`config.mk`:
```
export PLATFORM = sky130hd
export DESIGN_NAME = keypad_input_buffer
export DESIGN_NICKNAME = d
export VERILOG_FILES = /design/src/rtl/keypad_input_buffer.sv
export SDC_FILE = /design/constraint.sdc
export NUM_CORES = 1
export LEC_CHECK = 0
export ABC_AREA = 0
export CAP_MARGIN = 40
export CELL_PAD_IN_SITES_DETAIL_PLACEMENT = 0
export CELL_PAD_IN_SITES_GLOBAL_PLACEMENT = 1
export CORE_ASPECT_RATIO = 1.5
export CORE_MARGIN = 1
export CORE_UTILIZATION = 55
export CTS_CLUSTER_DIAMETER = 60
export DETAILED_ROUTE_END_ITERATION = 8
export DONT_BUFFER_PORTS = 1
export GPL_TIMING_DRIVEN = 0
export PLACE_DENSITY = 0.86
export SYNTH_ARGS = -nofsm -noshare
export SYNTH_HDL_FRONTEND = slang
export SYNTH_SLANG_ARGS = --single-unit
```
`constraint.sdc`:
```
create_clock -name clk -period 4.9 [get_ports clk]
set_input_delay 0.98 -clock clk [delete_from_list [all_inputs] [get_ports clk]]
set_output_delay 0.98 -clock clk [all_outputs]
set_load 0.1 [all_outputs]
```
`src/rtl/keypad_input_buffer.sv`:
```
// Keypad input buffer: acknowledges scanner codes, filters auto-repeat,
// queues accepted codes in a FIFO and exposes DATA/STATUS registers to the CPU.
module keypad_input_buffer #(
  parameter int DEPTH       = 8,
  parameter int AW          = 3,
  parameter int HOLD_CYCLES = 1024
) (
  input  logic        clk,
  input  logic        rst,
  input  logic [7:0]  key_in,
  input  logic        key_ready,
  output logic        key_read,
  input  logic        cpu_rd,
  input  logic        cpu_addr,
  output logic [31:0] rdata,
  output logic        irq
);

  localparam int QW = $clog2(HOLD_CYCLES + 1);
  localparam logic [QW-1:0] HOLD = QW'(HOLD_CYCLES);
  localparam logic [AW:0] FULLC = (AW + 1)'(DEPTH);

  typedef enum logic [1:0] {
    S_IDLE,
    S_ACK,
    S_WAIT
  } state_e;

  state_e          state_q;
  logic [7:0]      cap_q;
  logic [7:0]      last_q;
  logic [QW-1:0]   quiet_q;
  logic            key_read_q;

  logic [7:0]      mem_q [DEPTH];
  logic [AW-1:0]   wr_ptr_q, wr_ptr_d;
  logic [AW-1:0]   rd_ptr_q, rd_ptr_d;
  logic [AW:0]     count_q, count_d;
  logic            ovf_q, ovf_d;
  logic [31:0]     rdata_q, rdata_d;
  logic            irq_q, irq_d;

  logic            accept;
  logic            push;
  logic            empty;
  logic            full;
  logic            data_rd;
  logic            stat_rd;
  logic            pop;
  logic            wr_en;
  logic            ovf_set;

  // Capture FSM; quiet_q counts idle time since the last capture.
  always_ff @(posedge clk) begin
    if (rst) begin
      state_q    <= S_IDLE;
      cap_q      <= 8'h00;
      last_q     <= 8'h00;
      quiet_q    <= HOLD;
      key_read_q <= 1'b0;
    end else begin
      key_read_q <= 1'b0;
      if (state_q != S_ACK && quiet_q != HOLD) begin
        quiet_q <= quiet_q + 1'b1;
      end
      unique case (state_q)
        S_IDLE: begin
          if (key_ready) begin
            cap_q      <= key_in;
            key_read_q <= 1'b1;
            state_q    <= S_ACK;
          end
        end
        S_ACK: begin
          last_q  <= cap_q;
          quiet_q <= '0;
          state_q <= key_ready ? S_WAIT : S_IDLE;
        end
        S_WAIT: begin
          if (!key_ready) begin
            state_q <= S_IDLE;
          end
        end
        default: state_q <= S_IDLE;
      endcase
    end
  end

  assign accept = !((cap_q == last_q) && (quiet_q < HOLD));
  assign push   = (state_q == S_ACK) && accept;

  assign empty   = (count_q == '0);
  assign full    = (count_q == FULLC);
  assign data_rd = cpu_rd && !cpu_addr;
  assign stat_rd = cpu_rd && cpu_addr;
  assign pop     = data_rd && !empty;
  // A pop in the same cycle frees the slot, so a full FIFO still takes the push.
  assign wr_en   = push && (!full || pop);
  assign ovf_set = push && full && !pop;

  always_comb begin
    wr_ptr_d = wr_ptr_q;
    rd_ptr_d = rd_ptr_q;
    count_d  = count_q;
    if (wr_en) begin
      wr_ptr_d = wr_ptr_q + 1'b1;
    end
    if (pop) begin
      rd_ptr_d = rd_ptr_q + 1'b1;
    end
    unique case ({wr_en, pop})
      2'b10:   count_d = count_q + 1'b1;
      2'b01:   count_d = count_q - 1'b1;
      default: count_d = count_q;
    endcase
  end

  always_comb begin
    ovf_d = ovf_set | (ovf_q & !stat_rd);
    irq_d = (count_d != '0);
    rdata_d = rdata_q;
    if (data_rd) begin
      rdata_d = empty ? 32'h0 : {24'h0, mem_q[rd_ptr_q]};
    end else if (stat_rd) begin
      rdata_d = {16'h0, 8'(count_q), 5'b0, ovf_q, full, !empty};
    end
  end

  always_ff @(posedge clk) begin
    if (rst) begin
      wr_ptr_q <= '0;
      rd_ptr_q <= '0;
      count_q  <= '0;
      ovf_q    <= 1'b0;
      rdata_q  <= 32'h0;
      irq_q    <= 1'b0;
    end else begin
      wr_ptr_q <= wr_ptr_d;
      rd_ptr_q <= rd_ptr_d;
      count_q  <= count_d;
      ovf_q    <= ovf_d;
      rdata_q  <= rdata_d;
      irq_q    <= irq_d;
    end
  end

  always_ff @(posedge clk) begin
    if (!rst && wr_en) begin
      mem_q[wr_ptr_q] <= cap_q;
    end
  end

  assign key_read = key_read_q;
  assign rdata    = rdata_q;
  assign irq      = irq_q;

endmodule

```
==> flow_summary.ini <==
[cts]
cts_made_buffers = 17
cts_hold_buf = 0
cts_buffer_depth = 2
postCtsResizedCells = 0
cts_root_buf = clkbuf_16
clock-sinks = 121
clkLatencyLatePin_ns = 0.40
cts.clk_slew.worst_paths_ns = 0.05
cts_max_level = 4
cts_tree = done
postCtsSetupBuffers = 0

[place]
io_buffers = 0
gp_congestion = 0.730
placed_cell_area_um2 = 5460
dpl.hpwl_um = 6440

[route]
drt_iter0_markers = 166
drc = 0
via_per_inst = 5.31
via_count = 3044
antenna_left = 0
wl_um = 9450
drtPass1Iterations = 4
wl_per_cell_um = 16.5

[floorplan]
io_pins = 47
die_h_um = 119
fp.dieW_um = 80.1
dieArea_um2 = 9550
core_um2 = 8830
start_util = 0.570
row_count = 42

[critical_path]
cpMaxStageDelayCell = dfxtp_1
crit_fanout = 11
crit_arrival_ns = 3.43
crit_family = compound AO/OA/AOI/OAI gates
worstPathCellList = xor2_1 -> nor4_4 -> a41oi_4 -> nand2b_1 -> inv_1 -> ha_1 -> a21o_1 -> a21oi_1 -> nor2_1 -> mux2i_1 -> mux2_2 -> a211o_1
cpPeakStageDelay_ns = 0.56
crit_buf_inv = 1
critical_path_class = register to register
cp-start-kind = register
cp-end-kind = register
worstPathRequired_ns = 5.19

[sta]
setup-tns-final_ns = 0
timing.fmax_mhz = 319
rsz0062_at_grt = false
fin_worst_skew_ns = 0.00519
fin_crit_sh = 0.641
worstMarginPinSlew_ns = 0.856
relSlewSlack = 0.428
min_period_ns = 3.14
setup_violations = 0
finalHoldViolations = 0
finalMaxSlewViolations = 0

[global_routing]
track_usage = 0.217
antenna_found_initial = 0
grt-ovfl-total = 0
grt_pass1_vias = 3050
grt_pass1_wl_um = 14800
grt_max_degree = 17

[yosys]
avgSynthCellArea_um2 = 12.8
synth_area_leader_cell = edfxtp_1
yosys_warnings = 0
synth-seq-cells = 121
seq_area_frac_synth = 0.609
ys_top_cells_by_area = edfxtp_1 (38%), dfxtp_1 (23%), mux4_2 (7.2%)
synth_edf_count = 64
yosys.cell_types.count = 46
synth_top_cell_area_share = 0.382
netlist_area_um2 = 5030
synthCells = 394
ys.flop_type = edfxtp_1
async_flop_share = 0

[worst_hold_path]
hp-class = register to register

[final_layout]
ff_latch_area_um2 = 3060
final_cell_mix = edfxtp_1 (64), dfxtp_1 (57), nor2_1 (49)
area_delta_synth_final_pct = 20.6
multi_input_area_um2 = 1800
nFillCells = 663
layout-drive-gt1-share = 0.203
num_antenna_cells = 0
fin_area_um2 = 6070
nNetsFinal = 470
final_common_cell = edfxtp_1

[power]
ir_worst_vdd_uv = 330
leakage_nw = 2.28
power.density_nw_per_um2 = 456

[flow_run]
drv_cap = 0

[status]
status = completed
==> state kept, by name (all words and copies together) (netlist names), named ones only <==
name,count
count_q,4
key_read,1
ovf_q,1
cap_q,8
state_q,2
rd_ptr_q,3
last_q,8
wr_ptr_q,3
rdata,12
irq,1
mem_q,64
quiet_q,11
==> tightest hold or removal path, delay by kind of cell (launching register included) <==
kind	cells	cell delay, ns
flip-flops	1	0.31
AND/OR/NAND/NOR	1	0.05
AO/OA/AOI/OAI	1	0.05
==> metal layers <==
metal | global-route usage | up-vias | wire (µm)
li1 | - | 1477 | -
met1 | 0.241 | 1483 | 3750
met3 | 0.0628 | 17 | 315
met2 | 0.379 | 67 | 5180
met5 | 0 | - | 0
met4 | 0.0949 | 0 | 202
==> per-stage QoR <==
stage | util | instances | hold WS, ns | setup slack, ns | total power [W]
finish | 0.688 | 573 | 0.463 | 1.76 | 0.00277
global route | 0.688 | 573 | 0.481 | 1.57 | 0.00286
CTS | 0.686 | 571 | 0.467 | 1.73 | 0.00278
detailed placement | 0.619 | 539 | 0.460 | 1.45 | 0.00154
global placement | 0.594 | 523 | 0.454 | 1.32 | 0.00151
floorplan | - | 413 | 0.448 | 1.72 | 0.00147
==> where the power goes <==
part	switching [W]	internal, W	total [W]	leakage (nW)
logic	0.000246	0.000133	0.000379	0.948
clock network	0.000406	0.000841	0.00125	0.285
registers	0.0000400	0.00111	0.00114	1.05
==> cells in the mapped netlist (3+ instances only) <==
cell,count
nand2_1,32
mux2_2,5
or3_1,4
dfxtp_1,57
mux2i_1,17
and2_1,4
nor2_1,49
nor3_1,4
and3_1,3
a21oi_1,23
inv_1,7
o21ai_0,4
clkbuf_1,9
buf_2,3
nand4_1,3
xnor2_1,7
xor2_1,14
nand2b_1,5
nor2b_1,4
buf_4,20
buf_1,3
edfxtp_1,64
ha_1,6
mux4_2,16
nand3_1,8
mux2_4,3
==> cell families (layout without fill, tap and decap cells) <==
| kind of cell | count (synthesis) | in the layout | synth area share |
|---|---|---|---|
| AO/OA/AOI/OAI | 36 | 36 | 0.0447 |
| AND/OR/NAND/NOR | 124 | 124 | 0.117 |
| flip-flops | 121 | 121 | 0.608 |
| buffers and inverters | 43 | 93 | 0.0477 |
| multiplexers | 41 | 41 | 0.126 |
| adder cells (fa/ha/maj) | 7 | 7 | 0.0189 |
| other | 1 | 20 | 0.000745 |
| XOR/XNOR | 21 | 21 | 0.0365 |
==> area by class of cell <==
cell class,instances,share of cell area
Inverter,8,0.00495
Timing Repair Buffer,18,0.0387
Buffer,35,0.0346
Clock inverter,11,0.0251
Tap cell,110,0.0227
Sequential cell,121,0.505
Clock buffer,21,0.0725
Multi-Input combinational cell,249,0.297
==> final timing paths <==
path | from | to | slack, ns | cells past startpoint
min reg2reg | last_q[7]$_SDFFE_PP0N_ | last_q[7]$_SDFFE_PP0N_ | 0.46 | 2
min | last_q[7]$_SDFFE_PP0N_ | last_q[7]$_SDFFE_PP0N_ | 0.46 | 2
max | cap_q[2]$_SDFFE_PP0P_ | irq$_SDFF_PP0_ | 1.76 | 12
max reg2reg | cap_q[2]$_SDFFE_PP0P_ | irq$_SDFF_PP0_ | 1.76 | 12
Power figures use the tool's default switching activity.
